### src/rtl/cfu_pkg.sv
// Shared types and constants for the condition/flag unit: ARM condition codes,
// NZCV bit positions and the ALU decoder flag-write encoding.
package cfu_pkg;

  typedef enum logic [3:0] {
    CondEq = 4'b0000,
    CondNe = 4'b0001,
    CondCs = 4'b0010,
    CondCc = 4'b0011,
    CondMi = 4'b0100,
    CondPl = 4'b0101,
    CondVs = 4'b0110,
    CondVc = 4'b0111,
    CondHi = 4'b1000,
    CondLs = 4'b1001,
    CondGe = 4'b1010,
    CondLt = 4'b1011,
    CondGt = 4'b1100,
    CondLe = 4'b1101,
    CondAl = 4'b1110,
    CondNv = 4'b1111
  } cond_e;

  localparam int unsigned FLAG_N = 3;
  localparam int unsigned FLAG_Z = 2;
  localparam int unsigned FLAG_C = 1;
  localparam int unsigned FLAG_V = 0;

  // [1] writes N,Z; [0] writes C,V
  typedef logic [1:0] flagw_t;

endpackage

### src/rtl/cond_check.sv
// Combinational ARM condition evaluation of a 4-bit condition field against
// the stored NZCV flags.
module cond_check
  import cfu_pkg::*;
(
  input  logic [3:0] cond_i,
  input  logic [3:0] flags_i,
  output logic       pass_o
);

  logic n, z, c, v;

  assign n = flags_i[FLAG_N];
  assign z = flags_i[FLAG_Z];
  assign c = flags_i[FLAG_C];
  assign v = flags_i[FLAG_V];

  always_comb begin
    pass_o = 1'b1;
    unique case (cond_e'(cond_i))
      CondEq: pass_o = z;
      CondNe: pass_o = ~z;
      CondCs: pass_o = c;
      CondCc: pass_o = ~c;
      CondMi: pass_o = n;
      CondPl: pass_o = ~n;
      CondVs: pass_o = v;
      CondVc: pass_o = ~v;
      CondHi: pass_o = c & ~z;
      CondLs: pass_o = ~c | z;
      CondGe: pass_o = (n == v);
      CondLt: pass_o = (n != v);
      CondGt: pass_o = ~z & (n == v);
      CondLe: pass_o = z | (n != v);
      CondAl: pass_o = 1'b1;
      CondNv: pass_o = 1'b1;
    endcase
  end

endmodule

### src/rtl/cond_flag_unit.sv
// Holds the NZCV flags, latches the per-instruction condition result and gates
// the datapath write enables with it; counts condition-failed instructions.
module cond_flag_unit
  import cfu_pkg::*;
#(
  parameter int unsigned CNT_W = 16
) (
  input  logic             clk,
  input  logic             reset_n,
  input  flagw_t           FlagW,
  input  logic             NoRegW,
  input  logic [3:0]       ALUFlags,
  input  logic [3:0]       Cond,
  input  logic             CondLatch,
  input  logic             RegW,
  input  logic             MemW,
  input  logic             PCS,
  input  logic             cnt_clr,
  output logic [3:0]       Flags,
  output logic             CondEx,
  output logic             RegWrite,
  output logic             MemWrite,
  output logic             PCWrite,
  output logic [CNT_W-1:0] squash_cnt
);

  logic [3:0]       flags_q, flags_d;
  logic             condex_q, condex_d;
  logic [CNT_W-1:0] cnt_q, cnt_d;
  logic             pass;

  cond_check u_cond_check (
    .cond_i  (Cond),
    .flags_i (flags_q),
    .pass_o  (pass)
  );

  // Flag writes are qualified by the CondEx of the instruction in flight,
  // not by the result being latched this cycle.
  always_comb begin
    flags_d = flags_q;
    if (condex_q && FlagW[1]) begin
      flags_d[FLAG_N] = ALUFlags[FLAG_N];
      flags_d[FLAG_Z] = ALUFlags[FLAG_Z];
    end
    if (condex_q && FlagW[0]) begin
      flags_d[FLAG_C] = ALUFlags[FLAG_C];
      flags_d[FLAG_V] = ALUFlags[FLAG_V];
    end
  end

  assign condex_d = CondLatch ? pass : condex_q;

  always_comb begin
    cnt_d = cnt_q;
    if (cnt_clr) begin
      cnt_d = '0;
    end else if (CondLatch && !pass && (cnt_q != {CNT_W{1'b1}})) begin
      cnt_d = cnt_q + 1'b1;
    end
  end

  always_ff @(posedge clk or negedge reset_n) begin
    if (!reset_n) begin
      flags_q  <= 4'b0000;
      condex_q <= 1'b0;
      cnt_q    <= '0;
    end else begin
      flags_q  <= flags_d;
      condex_q <= condex_d;
      cnt_q    <= cnt_d;
    end
  end

  assign Flags      = flags_q;
  assign CondEx     = condex_q;
  assign RegWrite   = RegW & condex_q & ~NoRegW;
  assign MemWrite   = MemW & condex_q;
  assign PCWrite    = PCS & condex_q;
  assign squash_cnt = cnt_q;

endmodule
### config.mk
export PLATFORM = sky130hd
export DESIGN_NAME = cond_flag_unit
export DESIGN_NICKNAME = d
export VERILOG_FILES = /design/src/rtl/cfu_pkg.sv /design/src/rtl/cond_check.sv /design/src/rtl/cond_flag_unit.sv
export SDC_FILE = /design/constraint.sdc
export NUM_CORES = 1
export LEC_CHECK = 0
export ABC_AREA = 1
export ABC_CLOCK_PERIOD_IN_PS = 3100
export BUFFER_PORTS_ARGS = -buffer_cell sky130_fd_sc_hd__buf_2
export CAP_MARGIN = 20
export CORE_MARGIN = 5
export CORE_UTILIZATION = 40
export DETAILED_ROUTE_END_ITERATION = 10
export PLACE_DENSITY = 0.71
export SLEW_MARGIN = 20
export SYNTH_ARGS = -nofsm -noshare
export SYNTH_HDL_FRONTEND = slang
export SYNTH_SLANG_ARGS = --single-unit
### constraint.sdc
create_clock -name clk -period 3.1 [get_ports clk]
set_input_delay 0.31 -clock clk [delete_from_list [all_inputs] [get_ports clk]]
set_output_delay 0.31 -clock clk [all_outputs]
set_load 0.02 [all_outputs]
# Yosys cells after proc, flatten, opt, wreduce, memory -nomap -nowiden
# Index checks and enable logic that the tools add are counted.
[op_classes]
bitwise = 13
mux = 3
add_sub_neg = 1
n_eq_ne = 18
reduce_logical = 8
[op_table]
columns = ["op", "count"]
rows = [
  ["== test 4 bit, second input constant", 8],
  ["two-way mux 16 bit", 2],
  ["adder 16 x 1 -> 16 bit, second input constant", 1],
  ["== test 4 x 3 -> 1 bit, second input constant", 4],
  ["inequality test 16 bit, second input constant", 1],
  ["one-hot mux 1 bit (15 select lines)", 1],
  ["== test 4 x 2 -> 1 bit, second input constant", 2],
  ["AND 1 bit", 6],
  ["NOT 1 bit", 5],
  ["== test 4 x 1 -> 1 bit, second input constant", 1],
  ["logical AND 1 bit", 4],
  ["zero test 4 bit", 1],
  ["OR 1 bit", 2],
  ["nonzero test 2 bit", 1],
  ["OR reduction 2 bit", 1],
  ["== test 1 bit", 1],
  ["zero test 1 bit", 1],
  ["inequality test 1 bit", 1],
]
[word_totals]
input_bits = 18
register_bits = 21

# Depth between registers and ports, before layout
# Gate-level depths: netlist of the first run.
[logic_depth]
ltp_word = 8
mapped_depth = 13
depth_no_buf = 12

# By module
# From an unflattened synthesis of the first run, not the netlist that was laid out.
[unflattened]
hier_cells = 245
area_unflattened_um2 = 1560.2
[modules_own_cells]
columns = ["mod", "area_per_inst_um2", "instances", "cells_per_inst"]
rows = [
  ["cond_flag_unit", 1327.5, 1, 193],
  ["cond_check", 232.7, 1, 52],
]

# Worst setup path after synthesis of the first run
# OpenSTA, ideal clock, no wires.
[synth_timing]
kind = "register to register"
startpoint = "register cnt_q[0] (netlist: squash_cnt[0])"
endpoint = "register cnt_q[14] (netlist: squash_cnt[14])"
t_arrival_ns = 1.689
slack_ns = 1.294
path_stages_with_launch = 12
required_ns = 2.983
cell_sequence = "dfrtp_1 -> ha_1 -> nand2_2 -> nor2_2 -> nand3_2 -> nor2_4 -> nand3_2 -> nand4_4 -> nand2_4 -> buf_6 -> nand2_1 -> nand2_1"
[synth_between]
elab_chain_len = 3
elab_cells_between_ends = 6
[synth_lines]
columns = ["element", "line", "rtl"]
rows = [
  ["start, declared", "cond_flag_unit.sv:29", "logic [CNT_W-1:0] cnt_q, cnt_d;"],
  ["start signal, assigned", "cond_flag_unit.sv:71", "cnt_q <= cnt_d;"],
  ["adder 16 x 1 -> 16 bit or inequality test 16 bit (tied branches)", "cond_flag_unit.sv:59, cond_flag_unit.sv:58", ""],
  ["two-way mux 16 bit or logical AND 1 bit (tied branches)", "cond_flag_unit.sv:58", "end else if (CondLatch && !pass && (cnt_q != {CNT_W{1'b1}})) begin"],
  ["two-way mux 16 bit or nonzero test 2 bit (tied branches)", "--", ""],
]
# Several ways; a longest one is shown, not always the timed one. The select of a mux whose other input is x is not followed.
# A chain may end at the register's enable or synchronous reset.

# Final worst setup path of the first run
[layout_timing]
startpoint = "register cnt_q[0] (netlist: squash_cnt[0])"
endpoint = "register cnt_q[7] (netlist: squash_cnt[7])"
# The elaborated chain is that of the path after synthesis.

==> results of run 1 <==
## placed cells by master (no fill, tap or decap)
| master | instances |
|---|---|
| ha_1 | 1 |
| o21ai_1 | 1 |
| dfrtp_1 | 21 |
| nor3_1 | 3 |
| nand3_2 | 2 |
| buf_2 | 41 |
| o21ai_0 | 6 |
| inv_2 | 5 |
| xnor2_1 | 4 |
| nand3_1 | 25 |
| nor2_4 | 1 |
| nor2_1 | 27 |
| a21oi_1 | 6 |
| inv_1 | 16 |
| nand2_2 | 3 |
| nand2_1 | 74 |
| nand2_4 | 1 |
| nor2_2 | 4 |
| nand4_4 | 1 |
| xor2_1 | 5 |
| clkinv_1 | 1 |
| nor3b_1 | 2 |
| clkinv_2 | 1 |
| and3_1 | 1 |
| o21ai_2 | 1 |
| clkbuf_4 | 3 |
| dlygate4sd3_1 | 1 |
## area by class of cell
type | count | area (um2)
clock buffer | 3 | 22.52
multi-input combinational | 168 | 813.3
fill | 359 | 1694
inverter | 22 | 82.58
sequential | 21 | 525.5
clock inverter | 1 | 5.005
tap | 46 | 57.56
timing repair buffer | 42 | 215.2
## cell families (layout without fill, tap and decap cells)
logic type / count (synthesis) / count (layout)
AOI/OAI and AO/OA: 14 / 14
adders and majority gates: 1 / 1
buffers and inverters: 27 / 68
and+or+nand+nor: 144 / 144
xor gates and xnor gates: 9 / 9
DFF: 21 / 21
## routing by layer
metal / vias up / share of wire, %
met4: 0 / 1.0
met5: - / 0
met3: 6 / 6.7
met1: 676 / 47
li1: 762 / -
met2: 54 / 46
## where the power goes
part           internal [mW]  total, mW  switching [mW]
sequential             0.305      0.343          0.0374
clock                 0.0480      0.134          0.0864
combinational         0.0898      0.280           0.190
total                  0.443      0.757           0.314
## stage by stage
stage	setup slack, ps	instances	hold WS [ps]	util, %
final	1188	303	231.1	50.40
after global routing	994.1	303	225.5	50.40
after CTS	1172	303	226.0	50.40
after detailed placement	1204	298	301.6	49.30
after global placement	1309	298	297.2	49.30
after floorplan	1294	216	14.41	-
## worst max-delay path by stage
stage	slack, ps	endpoint	from
after global placement	1310	squash_cnt[3]	squash_cnt[0]
after floorplan	1290	squash_cnt[14]	squash_cnt[0]
after detailed placement	1200	squash_cnt[12]	squash_cnt[0]
final	1190	squash_cnt[7]	squash_cnt[0]
after global routing	990	squash_cnt[14]	squash_cnt[0]
after CTS	1170	squash_cnt[7]	squash_cnt[0]
## registers in the layout, summed over array words and instances, names as in the netlist
name / cells
Flags: 4
squash_cnt: 16
CondEx: 1
## worst max-delay path, stage by stage, from the launching register on
cell	delay, ps
dfrtp_1	440
ha_1	210
nand2_2	80
nor2_2	160
nand3_2	140
nor2_4	120
nand3_2	90
nand4_4	230
nand2_4	180
nand2_1	100
nand2_1	60
==> results by group, run 1 <==
Run status
  • Status: finished clean

Clock network
  • Root Buffer Master: clkbuf_4
  • Worst-path clk slew: 120 ps
  • TritonCTS clock tree: built
  • Clock sinks: 21
  • Cts hold-fix bufs: 1
  • CTS resizes: 0
  • Htree depth: 1
  • Clk buf depth: 2
  • Setup bufs post-CTS: 0
  • Cts bufs inserted: 3
  • Clock latency on the worst-skew pair: 300 ps

Global route
  • Initial antenna violation count: 0
  • Top Usage Layer GRT: met2
  • Grt ovf: 0
  • Met2 usage: 24.03%
  • Largest net degree at the start of global routing: 22
  • Total Routing Usage GR: 14.35%
  • Number of global-route vias before repair: 1,344
  • GRT met3 Usage: 2.869%
  • First-pass GRT wire length: 5906 um
  • Met1 Resource Use GR: 18.78%

Die
  • Chip Height: 70.21 um
  • # IOs: 42
  • DIE AREA: 4929 um2
  • Starting density of the core: 42.45%
  • Chip width: 70.21 um
  • Core ar.: 3416 um2
  • Row Count: 21

Critical path
  • Worst EP arrival: 2110 ps
  • Worst Setup Start Kind: flip-flop
  • FF-to-FF Start: squash_cnt[0]
  • Max FO, Critical Path: 17
  • Reg2reg setup slack: 1190 ps
  • Required @ worst endpoint: 3300 ps
  • Worst reg2reg path depth: 10
  • Crit. End Element: flip-flop
  • Reg-to-reg critical path endpoint: squash_cnt[7]
  • Setup CP Type: flip-flop to flip-flop

Pwr
  • Pwr Density: 439.8 nW/um2
  • Worst VDD drop: 0.2176 mV
  • Leak: 0.9286 nW
  • Final Power: 0.7572 mW

STA
  • Setup TNS: 0 ps
  • RSZ-0062 raised after global routing: no
  • Worst-margin pin slew: 515.5 ps
  • Fmax achieved: 0.5229 GHz
  • Min Tclk post-route: 1912 ps
  • Final Hold Fails: 0
  • Final slew viol count: 0
  • Relative slew slack: 65.42%
  • Final period util: 61.69%
  • Clock Skews: 1.210 ps
  • Setup violators final: 0

Synthesis
  • Post-synthesis cell count: 216
  • Post-Synth Adder-Cell Area: 0.8628%
  • Synth cell count leaders: 74 x nand2_1, 27 x nor2_1, 25 x nand3_1
  • Compound-Gate Fraction of Synth Area: 5.091%
  • Post-synth EDFFs: 0
  • Syn_area_per_cell: 6.714 um2
  • Most frequent cell after synthesis: nand2_1
  • Xor/xnor cell area share of the yosys netlist: 5.436%
  • Simple-gate area share of the yosys netlist: 44.69%
  • Mux cell area share after synthesis: 0%
  • Yosys top cell area share: 36.24%
  • Yosys warns: 0
  • Distinct cells, synth: 26
  • Largest family of logic cells by synthesized area: simple AND/OR/NAND/NOR gates
  • Top cells by area, synth: dfrtp_1 36%, nand2_1 19%, nand3_1 8.6%
  • #FFs+latches synth: 21
  • Synth Flop Type: dfrtp_1
  • Synthesized area: 1450 um2
  • Largest area contributor in the netlist: dfrtp_1
  • Synthesized Nets: 235
  • Sequential-to-total area share from yosys stat: 36.24%
  • Async set or reset register ratio after synthesis: 100.0%

Finish
  • Total Nets Final: 277
  • Post-route cell area: 1722 um2
  • N_diodes: 0
  • Area grow syn2layout: 18.72%
  • Layout cell share with drive strength beyond 1: 24.51%

Hold path
  • HP Class: primary input to flip-flop
  • Hold path startpoint: CondLatch
  • Worst-case hold path end point: CondEx
  • Hold Path Stages: 3

Placement
  • # port buffers: 41
  • RePlAce Congestion: 0.8147
  • HPWL Detailed: 2578 um
  • Placed instance area: 1684 um2

Detailed routing
  • Wirelength, routed: 3394 um
  • DRT iter0 DRCs: 67
  • DR WL/cell: 11.20 um
  • Remaining antenna violation count after routing: 0
  • Total number of vias: 1,498
  • Via density: 4.944
  • Residual DRC: 0
  • Detailed Routing Iterations Pass 1: 4

Job
  • Max-Cap Viols: 0
Power figures use the tool's default switching activity.
==> run 2, diff against run 1 <==
--- a/config.mk
+++ b/config.mk
@@ -6,7 +6,7 @@
 export NUM_CORES = 1
 export LEC_CHECK = 0
 export ABC_AREA = 1
-export ABC_CLOCK_PERIOD_IN_PS = 3100
+export ABC_CLOCK_PERIOD_IN_PS = 1790
 export BUFFER_PORTS_ARGS = -buffer_cell sky130_fd_sc_hd__buf_2
 export CAP_MARGIN = 20
 export CORE_MARGIN = 5
==> constraint.sdc (replaced) <==
create_clock -name clk -period 1.79 [get_ports clk]
set_input_delay 0.179 -clock clk [delete_from_list [all_inputs] [get_ports clk]]
set_output_delay 0.179 -clock clk [all_outputs]
set_load 0.02 [all_outputs]
==> run 2 against run 1 <==
Critical path depth unchanged; sequential share of layout area decreased by 1.3 points; final area increased by 4.9%; clock skew increased by 0.58 ps; non-clock buffer count increased by 8; wire length increased by 3.5%; flip-flop and latch count unchanged; via count decreased by 4.1%; largest cell class unchanged; clock power increased by 73%; worst setup slack got worse by 1000 ps; utilization increased by 2.5 points; sequential power increased by 73%.
==> results by group, run 2 (same netlist as run 1, synthesis figures left out) <==
Finish
  • Filler cells: 374 (+4.2%)
  • Most frequent cells in the layout: 74 x nand2_1, 41 x buf_2, 26 x nor2_1, 25 x nand3_1, 20 x dfrtp_1
  • Area of the multi-input gates: 824.5 um2 (+1.4%)
  • Commonest non-fill, non-tap cell in the layout: nand2_1
  • Register area: 526.8 um2 (+0.24%)
  • Largest register FFs: 16 (unchanged)
  • Total Nets Final: 285 (+2.9%)
  • Area grow syn2layout: 24.50%
  • Layout cell share with drive strength beyond 1: 27.17% (+2.7 points)
  • Post-route cell area: 1805 um2 (+4.9%)
  • N_diodes: 0 (unchanged)

STA
  • Final Hold Fails: 0 (unchanged)
  • Final slew viol count: 0 (unchanged)
  • Setup violators final: 0 (unchanged)
  • Fmax achieved: 0.6052 GHz (+16%)
  • RSZ-0062 raised after global routing: no
  • Min Tclk post-route: 1652 ps (-260.2 ps)
  • Worst-margin pin slew: 482.3 ps (-33.22 ps)
  • Clock Skews: 1.792 ps (+0.5826 ps)
  • Final period util: 92.30% (+31 points)
  • Relative slew slack: 67.85% (+2.4 points)
  • Setup TNS: 0 ps (unchanged)

Placement
  • # port buffers: 41 (unchanged)
  • RePlAce Congestion: 0.8016 (-1.6%)
  • Placed instance area: 1735 um2 (+3.0%)
  • HPWL Detailed: 2555 um (-0.92%)

Critical path
  • Most used cell, CP: nand3_2
  • CP peak stage delay: 400 ps (-40 ps)
  • Worst EP arrival: 1900 ps (-210 ps)
  • Reg2reg setup slack: 140 ps (-1050 ps)
  • Worst path cell trace: ha_1 > nand2_2 > nor2_2 > nand3_2 > nor2_4 > nand3_2 > nand4_4 > buf_12 > nand3_1 > nand2_1
  • CP bufs+invs: 1 (+1)
  • Max FO, Critical Path: 16 (-1)
  • FF-to-FF Start: squash_cnt[0]
  • Required @ worst endpoint: 2040 ps (-1260 ps)
  • Setup CP Type: flip-flop to flip-flop
  • CP delay by family, top: simple AND/OR/NAND/NOR gates
  • Critical Path Source: squash_cnt[0]
  • Crit. End Element: flip-flop
  • Worst Setup Start Kind: flip-flop
  • Cell with the largest stage delay on the worst path: dfrtp_2
  • Worst reg2reg path depth: 10 (unchanged)
  • Reg-to-reg critical path endpoint: squash_cnt[0]

Clock network
  • Root Buffer Master: clkbuf_4
  • Htree depth: 1 (unchanged)
  • Clock latency on the worst-skew pair: 300 ps (about the same)
  • Clock sinks: 21 (unchanged)
  • Worst-path clk slew: 120 ps (about the same)
  • TritonCTS clock tree: built
  • Cts bufs inserted: 3 (unchanged)
  • Clk buf depth: 2 (unchanged)

Pwr
  • Clock power share: 16.8% (-1.0 points)
  • Part of the power in registers: 42.9% (-2.4 points)
  • Worst VDD drop: 0.3440 mV (+58%)
  • Combinational power share: 40.2% (+3.2 points)
  • Pwr Density: 763.9 nW/um2 (+74%)
  • Leak: 0.9698 nW (+4.4%)
  • Pint: 0.8217 mW (+85%)
  • Switching share of total power: 40.42% (-1.0 points)
  • P_sw: 0.5575 mW (+78%)

Die
  • Row Count: 21 (unchanged)
  • # IOs: 42 (unchanged)
  • Chip Height: 70.21 um (unchanged)
  • Chip width: 70.21 um (unchanged)
  • DIE AREA: 4929 um2 (unchanged)
  • Starting density of the core: 42.45% (unchanged)
  • Core ar.: 3416 um2 (unchanged)

Hold path
  • Hold Path Stages: 3 (unchanged)
  • HP Class: primary input to flip-flop
  • Hold path startpoint: CondLatch
  • Worst-case hold path end point: CondEx

Global route
  • Number of global-route vias before repair: 1,390 (+3.4%)
  • Largest net degree at the start of global routing: 22 (unchanged)
  • Initial antenna violation count: 0 (unchanged)
  • Grt ovf: 0 (unchanged)
  • Total Routing Usage GR: 15.07% (+0.73 points)
  • First-pass GRT wire length: 6141 um (+4.0%)

Detailed routing
  • Via density: 4.617 (-6.6%)
  • Total number of vias: 1,436 (-4.1%)
  • Remaining antenna violation count after routing: 0 (unchanged)
  • DRT iter0 DRCs: 76 (+13%)
  • Detailed Routing Iterations Pass 1: 4 (unchanged)
  • Residual DRC: 0 (unchanged)
  • DR WL/cell: 11.30 um (+0.84%)
  • Wirelength, routed: 3513 um (+3.5%)

Job
  • Max-Cap Viols: 0 (unchanged)

Run status
  • Status: finished clean
run 2: worst max path at each step:
stage	to	slack, ps	cells past startpoint
6_report	squash_cnt[0]	140	10
5_1_grt	squash_cnt[12]	5	10
4_1_cts	squash_cnt[2]	130	10
3_5_place_dp	squash_cnt[0]	150	10
3_3_place_gp	squash_cnt[11]	200	10
2_1_floorplan	squash_cnt[0]	1	11
run 2: per-stage QoR:
step	std cells	hold WS (ps)	util (%)	setup slack, ps	power (mW)
3_3_place_gp	303	174.1	50.81	199.0	1.114
2_1_floorplan	216	-116.6	-	1.116	0.9366
3_5_place_dp	303	176.2	50.81	153.8	1.118
6_report	311	105.0	52.86	137.8	1.379
4_1_cts	308	99.50	51.87	134.4	1.358
5_1_grt	311	104.2	52.86	5.273	1.482
run 2: worst min-delay path, delay by kind of cell:
kind                   cells  cell delay, ps
AO/OA/AOI/OAI              1              70
buffers and inverters      2             130
run 2: power by group through the flow:
stage / clock (mW) / sequential [mW] / combinational (mW)
6_report: 0.232 / 0.592 / 0.555
3_5_place_dp: 0 / 0.604 / 0.514
4_1_cts: 0.246 / 0.594 / 0.517
3_3_place_gp: 0 / 0.601 / 0.513
5_1_grt: 0.263 / 0.601 / 0.618
2_1_floorplan: 0 / 0.662 / 0.275
run 2: routing by layer:
layer / wire length, um / global-route usage, % / vias to the layer above / part of all wire (%)
met5: 0 / 0 / - / 0
met2: 1558 / 24.03 / 34 / 44
li1: - / - / 770 / -
met4: 38 / 4.681 / 0 / 1.1
met1: 1699 / 20.28 / 628 / 48
met3: 217 / 3.300 / 4 / 6.2
run 2: layout make-up:
class	instances	share of cell area, %
inverters	22	4.574
clock buffers	4	1.455
well taps	46	3.188
flip-flops and latches	21	29.18
multi-input cells	168	45.67
repair buffers	50	15.94
run 2: what timing repair did:
| action | 4_1_cts | 5_1_grt |
|---|---|---|
| resized for setup | 0 | 2 |
| hold buffers | 1 | 0 |
| endpoints found under the setup margin | 0 | 12 |
| endpoints found under the hold margin | 21 | 0 |
| setup buffers | 0 | 3 |
==> run 3, diff against run 2 <==
--- a/config.mk
+++ b/config.mk
@@ -5,14 +5,13 @@
 export SDC_FILE = /design/constraint.sdc
 export NUM_CORES = 1
 export LEC_CHECK = 0
-export ABC_AREA = 1
 export ABC_CLOCK_PERIOD_IN_PS = 1790
 export BUFFER_PORTS_ARGS = -buffer_cell sky130_fd_sc_hd__buf_2
 export CAP_MARGIN = 20
 export CORE_MARGIN = 5
 export CORE_UTILIZATION = 40
 export DETAILED_ROUTE_END_ITERATION = 10
-export PLACE_DENSITY = 0.71
+export PLACE_DENSITY = 0.72
 export SLEW_MARGIN = 20
 export SYNTH_ARGS = -nofsm -noshare
 export SYNTH_HDL_FRONTEND = slang
==> run 3 against run 2 <==
The run now ends with setup timing left; synthesized cell count is 36% lower; combinational power rose by 13%; final cell count shrank 14%; fmax fell by 20%; critical path type unchanged; critical endpoint is now squash_cnt[14].
==> results by group, run 3 <==
Detailed routing
  • Total number of vias: 1,470 (+2.4%)
  • DRT iter0 DRCs: 90 (+18%)
  • Detailed Routing Iterations Pass 1: 4 (unchanged)
  • Via density: 5.506 (+19%)
  • DR WL/cell: 16.44 um (+46%)
  • Remaining antenna violation count after routing: 0 (unchanged)
  • Wirelength, routed: 4389 um (+25%)
  • Residual DRC: 0 (unchanged)

Synthesis
  • Yosys top cell area share: 40.78% (+4.5 points)
  • Synthesized Nets: 158 (-33%)
  • Synthesized area: 1289 um2 (-11%)
  • Async set or reset register ratio after synthesis: 100.0% (unchanged)
  • Post-synth EDFFs: 0 (unchanged)
  • Largest area contributor in the netlist: dfrtp_1
  • Yosys warns: 0 (unchanged)
  • Most frequent cell after synthesis: dfrtp_1
  • Top cells by area, synth: dfrtp_1 41%, a21oi_1 6.2%, or3_1 5.8%
  • Syn_area_per_cell: 9.271 um2 (+38%)
  • Synth Flop Type: dfrtp_1
  • Synth cell count leaders: 21 x dfrtp_1, 16 x a21oi_1, 12 x o21ai_0, 12 x or3_1, 10 x nand2_1
  • Post-synthesis cell count: 139 (-36%)
  • #FFs+latches synth: 21 (unchanged)
  • Sequential-to-total area share from yosys stat: 40.78% (+4.5 points)
  • Distinct cells, synth: 44 (+69%)

Critical path
  • Worst reg2reg path depth: 8 (-2)
  • FF-to-FF Start: Flags[0]
  • Max FO, Critical Path: 8 (-8)
  • Worst Setup Start Kind: flip-flop
  • Reg-to-reg critical path endpoint: squash_cnt[14]
  • Critical Path Source: Flags[0]
  • Setup CP Type: flip-flop to flip-flop
  • Reg2reg setup slack: -270 ps (-410 ps)
  • Worst setup path endpoint: squash_cnt[14]
  • Required @ worst endpoint: 2030 ps (about the same)
  • Worst EP arrival: 2300 ps (+400 ps)
  • Crit. End Element: flip-flop

Global route
  • Grt ovf: 0 (unchanged)
  • Total Routing Usage GR: 20.94% (+5.9 points)
  • Largest net degree at the start of global routing: 22 (unchanged)
  • Number of global-route vias before repair: 1,533 (+10%)
  • Initial antenna violation count: 0 (unchanged)
  • First-pass GRT wire length: 7141 um (+16%)

Clock network
  • Root Buffer Master: clkbuf_4
  • Cts bufs inserted: 3 (unchanged)
  • Clock sinks: 21 (unchanged)
  • Worst-path clk slew: 130 ps (about the same)
  • Clk buf depth: 2 (unchanged)
  • Htree depth: 1 (unchanged)
  • Clock latency on the worst-skew pair: 310 ps (about the same)
  • TritonCTS clock tree: built

Finish
  • Layout cell share with drive strength beyond 1: 59.19% (+32 points)
  • Filler cells: 247 (-34%)
  • Total Nets Final: 243 (-15%)
  • Area grow syn2layout: 63.30%
  • Layout Utilization: 68.37% (+16 points)
  • Largest register FFs: 16 (unchanged)
  • Commonest non-fill, non-tap cell in the layout: buf_2
  • Fin cells: 267 (-14%)
  • Most frequent cells in the layout: 41 x buf_2, 37 x buf_4, 13 x dfrtp_2, 13 x a21oi_1, 11 x or3_1
  • N_diodes: 0 (unchanged)

STA
  • Setup violators final: 17 (+17)
  • Relative slew slack: 66.33% (-1.5 points)
  • Final slew viol count: 0 (unchanged)
  • Final period util: 115.2% (+23 points)
  • Min Tclk post-route: 2063 ps (+410.5 ps)
  • Clock Skews: 10.79 ps (+8.998 ps)
  • Fmax achieved: 0.4848 GHz (-20%)
  • Worst-margin pin slew: 505.1 ps (+22.86 ps)
  • Setup TNS: -3708 ps (-3708 ps)
  • Final WS setup: -272.7 ps (-410.5 ps)
  • Final Hold Fails: 0 (unchanged)
  • RSZ-0062 raised after global routing: yes

Pwr
  • Leak: 0.9031 nW (-6.9%)
  • Final Power: 1.440 mW (+4.4%)
  • Worst VDD drop: 0.2859 mV (-17%)
  • Pwr Density: 684.5 nW/um2 (-10%)

Die
  • Row Count: 20 (-4.8%)
  • Starting density of the core: 41.87% (-0.58 points)
  • Chip width: 66.76 um (-4.9%)
  • Core ar.: 3078 um2 (-9.9%)
  • DIE AREA: 4457 um2 (-9.6%)
  • # IOs: 42 (unchanged)
  • Chip Height: 66.76 um (-4.9%)

Placement
  • RePlAce Congestion: 0.8068 (+0.65%)
  • Placed cells: 249 (-18%)
  • HPWL Detailed: 2666 um (+4.4%)
  • # port buffers: 41 (unchanged)

Hold path
  • HP Class: primary input to flip-flop

Job
  • Max-Cap Viols: 0 (unchanged)

Run status
  • Status: finished with violations
  • Failing checks: setup timing
-- run 3: power breakdown --
part | switching (mW) | internal, mW | total [mW]
Sequential | 0.0559 | 0.518 | 0.574
Clock | 0.153 | 0.0869 | 0.240
Combinational | 0.319 | 0.308 | 0.627
Total | 0.528 | 0.912 | 1.44
-- run 3: metrics by stage --
stage,instance area (um2),hold WS (ps),setup slack [ps]
3_5_place_dp,1812,179.2,-409.0
5_1_grt,2105,80.85,-380.1
6_report,2105,95.41,-272.7
4_1_cts,2022,85.97,-217.9
3_3_place_gp,1812,164.4,-291.1
2_1_floorplan,1355,-116.6,-117.8
-- run 3: routing by layer --
layer,GRT usage [%],vias up,part of all wire [%]
met5,0,-,0
met4,9.391,0,2.2
met3,2.867,10,4.0
met2,37.13,33,52
met1,24.84,721,41
li1,-,706,-
-- run 3: critical path, cell delays in order, from the launching register on --
cell and delay (ps):
dfrtp_2 480, xnor2_2 150, a22oi_2 190, xor2_2 180
buf_6 160, buf_4 130, o311ai_4 130, or3_1 400
a211oi_2 170
-- run 3: what timing repair did --
| item | CTS | global route |
|---|---|---|
| cloned | 3 | 0 |
| hold buffers | 1 | 0 |
| pin swaps | 17 | 16 |
| setup buffers | 6 | 5 |
| setup endpoints to repair | 17 | 17 |
| gates resized for setup | 19 | 15 |
| endpoints found under the hold margin | 21 | 0 |
-- run 3: cell type report --
type	count	area (um2)	share of cell area, %
Clock buffer	4	26.28	1.249
Sequential cell	21	541.8	25.74
Multi-Input combinational cell	110	924.6	43.94
Timing Repair Buffer	83	538.0	25.56
Inverter	5	18.77	0.8918
Tap cell	44	55.05	2.616
-- run 3: cell families (layout without fill, tap and decap cells) --
family,after synthesis,count (layout),share of synthesized area (%)
AND/OR/NAND/NOR,53,53,25.63
flip-flops,21,21,40.78
AO/OA/AOI/OAI,43,46,20.97
buffers and inverters,11,92,3.981
adder cells (fa/ha/maj),1,1,0.9707
XOR/XNOR,5,5,3.399
multiplexers,5,5,4.272
-- run 3: worst min path at each step --
stage                startpoint        endpoint  slack [ps]  cells past startpoint
finish                CondLatch          CondEx         100                      2
global route        ALUFlags[0]        Flags[0]          80                      2
CTS                 ALUFlags[2]        Flags[2]          90                      2
detailed placement      reset_n  squash_cnt[12]         180                      1
global placement        reset_n  squash_cnt[12]         160                      1
floorplan               reset_n          CondEx        -120                      0
